`config.mk`:
```
export PLATFORM = sky130hd
export DESIGN_NAME = game_flow_sequencer
export DESIGN_NICKNAME = d
export VERILOG_FILES = /design/src/rtl/game_flow_sequencer.sv
export SDC_FILE = /design/constraint.sdc
export NUM_CORES = 1
export LEC_CHECK = 0
export CAP_MARGIN = 0
export CORE_MARGIN = 2
export CORE_UTILIZATION = 55
export CTS_CLUSTER_DIAMETER = 80
export CTS_CLUSTER_SIZE = 24
export DETAILED_ROUTE_END_ITERATION = 7
export PLACE_DENSITY_LB_ADDON = 0.08
export SYNTH_ARGS = -nofsm -noshare
export SYNTH_HDL_FRONTEND = slang
export SYNTH_SLANG_ARGS = --single-unit
```
`constraint.sdc`:
```
create_clock -name clk -period 2.67 [get_ports clk]
set_input_delay 0.534 -clock clk [delete_from_list [all_inputs] [get_ports clk]]
set_output_delay 0.534 -clock clk [all_outputs]
set_load 0.01 [all_outputs]
```
`src/rtl/game_flow_sequencer.sv`:
```
// game_flow_sequencer: IDLE/RUN/DEAD run control for the T-Rex game.
// Turns frame_clk into frame ticks, ramps scroll speed, gates scoring.
// Ports:
//   clk, rst            system clock, async active-high reset
//   frame_clk           60 FPS clock, asynchronous to clk
//   jump, collided      debounced button level, collision level
//   gameState           00 IDLE, 01 RUN, 10 DEAD
//   obs_dx              scroll step for background/obstacles
//   frame_tick          one-clk pulse per frame_clk rising edge
//   score_en            high only while in RUN
//   run_frames          frames elapsed in current RUN (saturating)
module game_flow_sequencer #(
  parameter int DX_INIT           = 5,
  parameter int DX_MAX            = 12,
  parameter int SPEED_STEP_FRAMES = 600,
  parameter int HOLDOFF_FRAMES    = 30,
  parameter int COLLIDE_FRAMES    = 2
) (
  input  logic        clk,
  input  logic        rst,
  input  logic        frame_clk,
  input  logic        jump,
  input  logic        collided,
  output logic [1:0]  gameState,
  output logic [3:0]  obs_dx,
  output logic        frame_tick,
  output logic        score_en,
  output logic [15:0] run_frames
);

  typedef enum logic [1:0] {
    S_IDLE = 2'b00,
    S_RUN  = 2'b01,
    S_DEAD = 2'b10,
    S_BAD  = 2'b11
  } state_e;

  localparam logic [3:0] DX_I   = 4'(DX_INIT);
  localparam logic [3:0] DX_M   = 4'(DX_MAX);
  localparam logic [9:0] SPD_N  = 10'(SPEED_STEP_FRAMES);
  localparam logic [5:0] HOLD_N = 6'(HOLDOFF_FRAMES);
  localparam logic [1:0] COLL_N = 2'(COLLIDE_FRAMES);

  // frame_clk synchronizer and edge detect
  logic fs1_q, fs2_q, fprev_q, tick_q;
  logic jump_q;
  logic jump_rise;

  // state_q is kept as a plain vector so the illegal code 11
  // is representable and decoded explicitly
  logic [1:0]  state_q;
  state_e      state_d;
  logic [3:0]  dx_q, dx_d;
  logic [15:0] rf_q, rf_d;
  logic [9:0]  spd_q, spd_d;
  logic [1:0]  coll_q, coll_d;
  logic [5:0]  hold_q, hold_d;
  logic        score_q, score_d;

  assign jump_rise = jump & ~jump_q;

  always_ff @(posedge clk or posedge rst) begin
    if (rst) begin
      fs1_q   <= 1'b0;
      fs2_q   <= 1'b0;
      fprev_q <= 1'b0;
      tick_q  <= 1'b0;
      jump_q  <= 1'b0;
    end else begin
      fs1_q   <= frame_clk;
      fs2_q   <= fs1_q;
      fprev_q <= fs2_q;
      tick_q  <= fs2_q & ~fprev_q;
      jump_q  <= jump;
    end
  end

  always_ff @(posedge clk or posedge rst) begin
    if (rst) begin
      state_q <= S_IDLE;
      dx_q    <= DX_I;
      rf_q    <= 16'd0;
      spd_q   <= 10'd0;
      coll_q  <= 2'd0;
      hold_q  <= 6'd0;
      score_q <= 1'b0;
    end else begin
      state_q <= state_d;
      dx_q    <= dx_d;
      rf_q    <= rf_d;
      spd_q   <= spd_d;
      coll_q  <= coll_d;
      hold_q  <= hold_d;
      score_q <= score_d;
    end
  end

  always_comb begin
    state_d = state_e'(state_q);
    dx_d    = dx_q;
    rf_d    = rf_q;
    spd_d   = spd_q;
    coll_d  = coll_q;
    hold_d  = hold_q;
    unique case (state_e'(state_q))
      S_IDLE: begin
        dx_d = DX_I;
        rf_d = 16'd0;
        // a tick coinciding with the start press is not counted
        if (jump_rise) begin
          state_d = S_RUN;
          spd_d   = 10'd0;
          coll_d  = 2'd0;
          hold_d  = 6'd0;
        end
      end
      S_RUN: begin
        if (tick_q) begin
          if (rf_q != 16'hFFFF)
            rf_d = rf_q + 16'd1;
          spd_d  = spd_q + 10'd1;
          coll_d = collided ? coll_q + 2'd1 : 2'd0;
          // death takes priority over a speed step on the same tick
          if (collided && (coll_q + 2'd1 == COLL_N)) begin
            state_d = S_DEAD;
            hold_d  = 6'd0;
          end else if (spd_q + 10'd1 == SPD_N) begin
            spd_d = 10'd0;
            if (dx_q != DX_M)
              dx_d = dx_q + 4'd1;
          end
        end
      end
      S_DEAD: begin
        if (tick_q && (hold_q != HOLD_N))
          hold_d = hold_q + 6'd1;
        // early presses are simply dropped
        if (jump_rise && (hold_q == HOLD_N)) begin
          state_d = S_IDLE;
          dx_d    = DX_I;
          rf_d    = 16'd0;
        end
      end
      S_BAD: begin
        state_d = S_IDLE;
        dx_d    = DX_I;
        rf_d    = 16'd0;
      end
    endcase
    score_d = (state_d == S_RUN);
  end

  assign gameState  = state_q;
  assign obs_dx     = dx_q;
  assign frame_tick = tick_q;
  assign score_en   = score_q;
  assign run_frames = rf_q;

endmodule

```
# Word-level counts from Yosys, hierarchy flattened
# Cells that the tools add are included.
# word_totals
ff_bits,46
inputBits,5
output_inout_bits,24
wordCells,80
# classes
addsub,5
eq_ne,19
n_mux,29
bitwise_logic,4
reduce_logical,11
# ops
op,n
2-to-1 mux 16 bit,3
case mux 16 bit (3 select lines),1
2-to-1 mux 10 bit,4
2-to-1 mux 6 bit,4
2-to-1 mux 4 bit,5
case mux 10 bit (2 select lines),1
"inequality test 2 bit, second input constant",9
case mux 6 bit (3 select lines),1
"adder 16 x 1 -> 16 bit, second input constant",1
"inequality test 16 bit, second input constant",1
2-to-1 mux 2 bit,7
case mux 4 bit (3 select lines),1
"adder 10 x 1 -> 10 bit, second input constant",1
"== test 10 bit, second input constant",1
AND reduction 5 bit,2
case mux 2 bit (4 select lines),1
"adder 6 x 1 -> 6 bit, second input constant",1
"== test 2 bit, second input constant",3
"== test 6 x 5 -> 1 bit, second input constant",1
"inequality test 6 x 5 -> 1 bit, second input constant",1
AND reduction 3 bit,2
"adder 4 x 1 -> 4 bit, second input constant",1
"== test 2 x 1 -> 1 bit, second input constant",2
"inequality test 4 bit, second input constant",1
9 further kinds,13

# Logic depth before layout (Yosys ltp)
# Gate-level depths: netlist of run 1.
# depth
ltp_word,7
ltp_mapped,10
mapped_depth_nobuf,8

# Least setup slack after synthesis of run 1
# OpenSTA, ideal clock, no wires.
# synth_path
kind,register to register
startpoint,register spd_q[0]
endpoint,"register dx_q[1], in the netlist obs_dx[1]"
setup_ns,0.121
t_arrival_ns,1.833
required_time_ns,2.549
setup_slack_ns,0.716
path_stages_with_launch,9
n_path_buf,1
synth_period_minus_slack_ns,1.954
path_cell_list,dfrtp_1 ha_1 and2_1 buf_2 xnor2_1 a31oi_1 nor3_4 and3_1 a22o_1
# synth_between
elab_chain_cells,4
# synth_lines
item,line,source
"start, declared",55,"logic [9:0] spd_q, spd_d;"
"start signal, assigned",91,spd_q <= spd_d;
adder 10 x 1 -> 10 bit,127,end else if (spd_q + 10'd1 == SPD_N) begin
== test 10 bit,127,
inequality test 2 bit (no line),--,
AND reduction 5 bit (no line),--,
"end signal, assigned",81,dx_q <= DX_I;
"end signal, assigned",89,dx_q <= dx_d;
"end, declared",53,"logic [3:0] dx_q, dx_d;"
# Every way passes these cells.
# A chain may end at the register's enable or synchronous reset.

# Worst setup path after layout of run 1
# layout_path
startpoint,input port jump
endpoint,"register rf_q[2], in the netlist run_frames[2]"
# layout_between
elab_chain_cells,4
# layout_lines
item,line,source
"start, declared",22,"input logic jump,"
bitwise AND 1 bit,60,assign jump_rise = jump & ~jump_q;
logical AND 1 bit,138,if (jump_rise && (hold_q == HOLD_N)) begin
inequality test 2 bit (no line),--,
AND reduction 3 bit (no line),--,
"end signal, assigned",90,rf_q <= rf_d;
"end, declared",54,"logic [15:0] rf_q, rf_d;"
# Every way passes these cells.

==> results of run 1 <==
==> where the power goes <==
part           total, uW  internal, uW  switching, uW  leakage [uW]
combinational        774           342            432      0.000545
sequential          1060           861            201      0.000595
clock                515           280            234     0.0000524
==> cell usage in the layout (no fill, tap or decap), types with 2 or more instances in the layout <==
master / instances
o21a_1: 2
or2_2: 2
nand4_1: 6
xor2_1: 3
clkbuf_8: 5
and3_1: 3
nor4_2: 3
dfrtp_1: 44
o21ai_0: 15
a21o_1: 2
buf_4: 4
and2_1: 3
a22o_1: 4
o21ai_1: 2
nand3_1: 17
ha_1: 7
dfstp_2: 2
a211oi_1: 2
a21oi_1: 2
o22ai_1: 2
nor2b_1: 4
nor4_1: 3
nand2b_1: 2
clkdlybuf4s50_1: 28
nand2_1: 28
inv_1: 10
a211o_1: 2
nor3_1: 15
nor2_1: 27
clkbuf_1: 2
o31ai_1: 6
xnor2_1: 12
==> cell type report <==
class                           instances  area [sq um]
Clock buffer                            7          76.3
Clock inverter                          1          30.0
Fill cell                             368          1460
Inverter                               11          41.3
Multi-Input combinational cell        195          1220
Sequential cell                        46          1150
Tap cell                               52          65.1
Timing Repair Buffer                   32           310
==> cell families after synthesis <==
logic type	after synthesis	share of synthesized area, %
AOI/OAI and AO/OA	49	13.8
xor gates and xnor gates	15	5.30
adders and majority gates	7	3.53
buffers and inverters	22	4.24
DFF	46	46.5
muxes	1	0.404
and+or+nand+nor	123	26.2
==> routing by layer <==
metal | up-vias | track usage, % | part of all wire (%)
li1 | 992 | - | -
met1 | 949 | 30.1 | 49
met2 | 35 | 32.4 | 46
met3 | 7 | 5.41 | 3.9
met4 | 0 | 6.50 | 1.2
met5 | - | 0 | 0
==> path summary, 6_finish.rpt <==
check / from / to / slack (ps) / depth (start not counted)
worst min register to register: fs1_q / fs2_q / 350 / 0
worst max-delay path: jump / run_frames[2] / 360 / 8
max in group asynchronous: rst / obs_dx[2] / 1590 / 3
worst max register to register: hold_q[0] / run_frames[2] / 470 / 9
worst min-delay path: fs1_q / fs2_q / 350 / 0
min in group asynchronous: rst / gameState[0] / 690 / 3
==> registers in the layout, summed over array words and instances, names as in the netlist <==
name / cells
hold_q: 6
obs_dx: 4
run_frames: 16
gameState: 2
frame_tick: 1
spd_q: 10
coll_q: 2
fs2_q: 1
score_en: 1
fprev_q: 1
jump_q: 1
fs1_q: 1
==> per-stage QoR <==
| step | area (sq um) | hold WS [ps] | setup slack [ps] | instances | utilization, % |
|---|---|---|---|---|---|
| global placement | 2790 | 340 | 105 | 336 | 64.1 |
| finish | 2900 | 354 | 361 | 344 | 66.5 |
| floorplan | 2480 | 331 | 716 | 263 | - |
| CTS | 2900 | 359 | 369 | 344 | 66.5 |
| global route | 2900 | 363 | 290 | 344 | 66.5 |
| detailed placement | 2790 | 340 | 68.1 | 336 | 64.1 |
==> results.md, run 1 <==
- Via-to-Cell Ratio: 5.76
- Kind of critical path: primary input to flop
- Layout cells sized above 1: 9.25%
- Num rows: 24
- CP max FO: 18
- GP Congestion: 0.817
- Setup TNS Final: 0 ps
- Max incr delay on CP: 500 ps
- DP HPWL: 3.50 mm
- Antenna Nets Post-Route: 0
- LEAKAGE: 0.00119 uW
- Warnings from Yosys: 0
- CP top delay family: buffers and inverters
- Critical Path Source Type: primary input
- Post-synth EDFFs: 0
- Critical path's slowest cell: clkdlybuf4s50_1
- Post-synth net total: 275
- Number of remaining DRC errors: 0
- Endpoint type of the worst setup path: flop
- Tot Pwr: 2350 uW
- Yosys top cell by area: dfrtp_1
- Max cap viols: 0
- Antenna violations before repair: 0
- Final setup viols: 0
- Clk Latency, worst-skew pair: 300 ps
- DR WL/cell: 14.5 um
- Sequence of cells on the critical path: clkdlybuf4s50_1, inv_1, o41ai_2, o21ai_1, buf_4, or2_2, o21ai_0, o21ai_0
- Vias in the first global route: around 1800
- DIE HEIGHT: ~71 um
- Seq/Total Area, Yosys: 46.5%
- Synth top area cells: dfrtp_1, nand2_1, xnor2_1
- Pwr Density: 811 nW/um^2
- CTS buffer count: 5
- Die X-Extent: about 71 um
- Nets@finish: 303
- Total GRT Usage: 21.2%
- Synth cell count leaders: dfrtp_1, nand2_1, nor2_1, nand3_1
- Relative slew slack: 62.3%
- GRT overflow: 0
- Syn Area/Cell: 9.42 sq um
- CTS tree: done
- HP Class: flop to flop
- Max Freq: around 430 MHz
- # IOs: 29
- Most used cell, CP: o21ai_0
- Gate Count Post-Synth: roughly 260
- Slew Limit Fails: 0
- Worst EP required: between 2000 and 3000 ps
- Clk root buf: clkbuf_8
- #FFs+latches synth: 46
- Status: finished clean
- Setup bufs post-CTS: 0
- Ys flop type: dfrtp_1
- Synth Cell Area: 2480 sq um
- Async set-reset flop share out of synthesis: 100%
- Drt pass-1 iters: 4
- Hold Buf Count CTS: 0
- Top cell type's share of synthesized area: 44.4%
- CTS max path bufs: 2
- Buf/Inv on CP: 3
- Worst slew pin tran: around 570 ps
- Port-buffer cells: 28
- Die ar.: 5060 sq um
- Antenna Cells: 0
- H-Tree Depth: 2
- Core area: 4350 sq um
- Worst Skew: about 10 ps
- Tcrit/Tclk final: 86.5%
- Final worst path period need: 2310 ps
- Final wirelength: 4.99 mm
- Routed via count: 1983
- Initial core utilization: 56.9%
- Area Growth Syn to Fin: 16.9%
- Distinct cells, synth: 52
- Clock sink count: 46
- Final Hold Viols: 0
- Worst vdd ir: between 500 and 600 uV
- Post_cts resized: 0
- First-pass GRT wire length: between 8 and 9 mm
- RSZ-0062 raised after global routing: no
- Worst-path clk slew: 90 ps
- 1st-iter DRT viols: 106
- WP data arrival: 2490 ps
- Most frequent cell after synthesis: dfrtp_1
- Largest net degree at the start of global routing: 47
Note: power is estimated with default switching activity, not from simulation.
==> run 2, diff against run 1 <==
- CELL_PAD_IN_SITES_DETAIL_PLACEMENT: unset -> 1
- CELL_PAD_IN_SITES_GLOBAL_PLACEMENT: unset -> 1
- CORE_UTILIZATION: 55 -> 43
==> run 2 against run 1 <==
Against the previous run:
- flip-flop and latch count did not move
- register-to-register slack got worse by 50 ps
- via count rose by 2.2%
- clock power fell by 14%
- global-route usage fell by 1.5 points
- total power fell by 1.2%
- sequential power barely moved
- clock skew barely moved
- final area rose by 1.1%
- fmax fell by 1.3%
==> results.md, run 2 (synthesis gave the netlist of run 1 again) <==
- Status: finished clean
- Worst-path clk slew: 90 ps (about the same)
- Worst r2r dst: run_frames[2]
- Layout cells sized above 1: 10.2% (+0.92 points)
- Drt pass-1 iters: 4 (unchanged)
- Critical Path Source Type: primary input
- Relative slew slack: 63.1% (+0.83 points)
- Hold Buf Count CTS: 0 (unchanged)
- Setup bufs post-CTS: 0 (unchanged)
- Die ar.: 6390 sq um (+26%)
- Tcrit/Tclk final: 87.6% (+1.1 points)
- DP HPWL: 4.39 mm (+25%)
- Clk Latency, worst-skew pair: 300 ps (about the same)
- Post-Place Cells: 359 (+6.8%)
- CP max FO: 18 (unchanged)
- Nets@finish: 306 (+0.99%)
- R2r worst-path depth: 9 (unchanged)
- Most frequent cells in the layout: dfrtp_1, nand2_1, clkdlybuf4s50_1, nor2_1, nand3_1
- R2R Setup Slk: 420 ps (-50 ps)
- Area of the multi-input gates: 1220 sq um (unchanged)
- Kind of critical path: primary input to flop
- Die X-Extent: 79.9 um (+12%)
- H-Tree Depth: 2 (unchanged)
- # IOs: 29 (unchanged)
- Commonest non-fill, non-tap cell in the layout: dfrtp_1
- Setup TNS Final: 0 ps (unchanged)
- Core area: 5540 sq um (+27%)
- Max Freq: 428 MHz (-1.3%)
- Final worst path period need: 2340 ps (+30.3 ps)
- Largest net degree at the start of global routing: 28 (-40%)
- Number of remaining DRC errors: 0 (unchanged)
- Slew Limit Fails: 0 (unchanged)
- Max incr delay on CP: 490 ps (about the same)
- Worst setup path startpoint: jump
- CTS buffer count: 5 (unchanged)
- DP Area: 2840 sq um (+1.7%)
- Clk root buf: clkbuf_8
- Clock sink count: 46 (unchanged)
- Worst r2r src: hold_q[0]
- LEAKAGE: 0.00120 uW (+0.66%)
- 1st-iter DRT viols: 66 (-38%)
- Filler-free cell count of the finished design: 367 (+6.7%)
- CTS max path bufs: 2 (unchanged)
- Max cap viols: 0 (unchanged)
- Buf/Inv on CP: 3 (unchanged)
- Worst slew pin tran: 553 ps (-13.2 ps)
- RSZ-0062 raised after global routing: no
- Final setup viols: 0 (unchanged)
- GP Congestion: 0.795 (-2.7%)
- Endpoint type of the worst setup path: flop
- Post_cts resized: 0 (unchanged)
- Antenna violations before repair: 0 (unchanged)
- Sequential cell area: 1150 sq um (unchanged)
- Post-Layout Inst Area: 2930 sq um (+1.1%)
- HP Class: flop to flop
- Worst Skew: 9.86 ps (-0.188 ps)
- Critical path's slowest cell: clkdlybuf4s50_1
- DR WL/cell: 15.9 um (+9.9%)
- Max reg flops: 16 (unchanged)
- Worst vdd ir: 373 uV (-27%)
- Worst EP required: 2850 ps (about the same)
- Initial core utilization: 44.7% (-12 points)
- Antenna Nets Post-Route: 0 (unchanged)
- WP data arrival: 2520 ps (+30 ps)
- GRT overflow: 0 (unchanged)
- CP top delay family: compound AO/OA/AOI/OAI gates
- Area Growth Syn to Fin: 18.1%
- Port-buffer cells: 28 (unchanged)
- Total GRT Usage: 19.8% (-1.5 points)
- Final Hold Viols: 0 (unchanged)
- Num rows: 27 (+13%)
- Vias in the first global route: 2062 (+17%)
- Routed via count: 2027 (+2.2%)
- Most used cell, CP: o21ai_0
- Setup crit end: run_frames[2]
- Final wirelength: 5.85 mm (+17%)
- DIE HEIGHT: 79.9 um (+12%)
- Via-to-Cell Ratio: 5.52 (-4.2%)
- WP depth: 8 (unchanged)
- First-pass GRT wire length: 9.81 mm (+16%)
- Fillers: 662 (+80%)
- CTS tree: done
- Antenna Cells: 0 (unchanged)
- Sequence of cells on the critical path: clkdlybuf4s50_1, inv_1, o41ai_2, o21ai_1, buf_4, or2_2, o21ai_0, o21ai_0
- Pwr Density: 794 nW/um^2 (-2.2%)
==> run 2: where the power goes <==
part / switching, uW / leakage, uW / internal (uW) / total, uW
combinational: 452 / 0.000559 / 358 / 810
sequential: 209 / 0.000595 / 861 / 1070
clock: 232 / 0.0000455 / 212 / 444
==> run 2: final cells by class <==
| cell class | instances | share of cell area, % |
|---|---|---|
| clock buffers | 8 | 3.08 |
| inverters | 11 | 1.41 |
| multi-input cells | 195 | 41.7 |
| flip-flops and latches | 46 | 39.4 |
| well taps | 72 | 3.08 |
| repair buffers | 35 | 11.4 |
==> run 2: per-stage QoR <==
stage	setup slack [ps]	hold WS (ps)	total power (uW)	util (%)
after floorplan	716	331	1590	-
after global placement	95.0	352	1860	51.2
after detailed placement	31.5	339	1900	51.2
after CTS	349	360	2350	52.8
after global routing	184	363	2490	52.8
final	331	355	2320	52.8
==> run 2: worst min-delay path by stage <==
| stage | from | endpoint | slack, ps | cells after the start |
|---|---|---|---|---|
| after floorplan | fs1_q | fs2_q | 330 | 0 |
| after CTS | fs1_q | fs2_q | 360 | 0 |
| after global routing | fs1_q | fs2_q | 360 | 0 |
| final | fs1_q | fs2_q | 360 | 0 |
| after global placement | fs1_q | fs2_q | 350 | 0 |
| after detailed placement | fs1_q | fs2_q | 340 | 0 |
==> run 2: worst register-to-register path: stages, from the launching register on <==
cell and delay [ps]:
dfrtp_1 430, inv_1 80, ha_1 150, nand4_1 150, o41ai_2 330, o21ai_1 170, buf_4 240, or2_2 330
o21ai_0 150, o21ai_0 110
==> run 2: metal layers <==
layer / vias up / track usage, % / share of wire [%]
met2: 28 / 31.8 / 47
met1: 997 / 26.8 / 49
met3: 5 / 4.30 / 2.7
met4: 0 / 5.42 / 1.0
met5: - / 0 / 0
li1: 997 / - / -
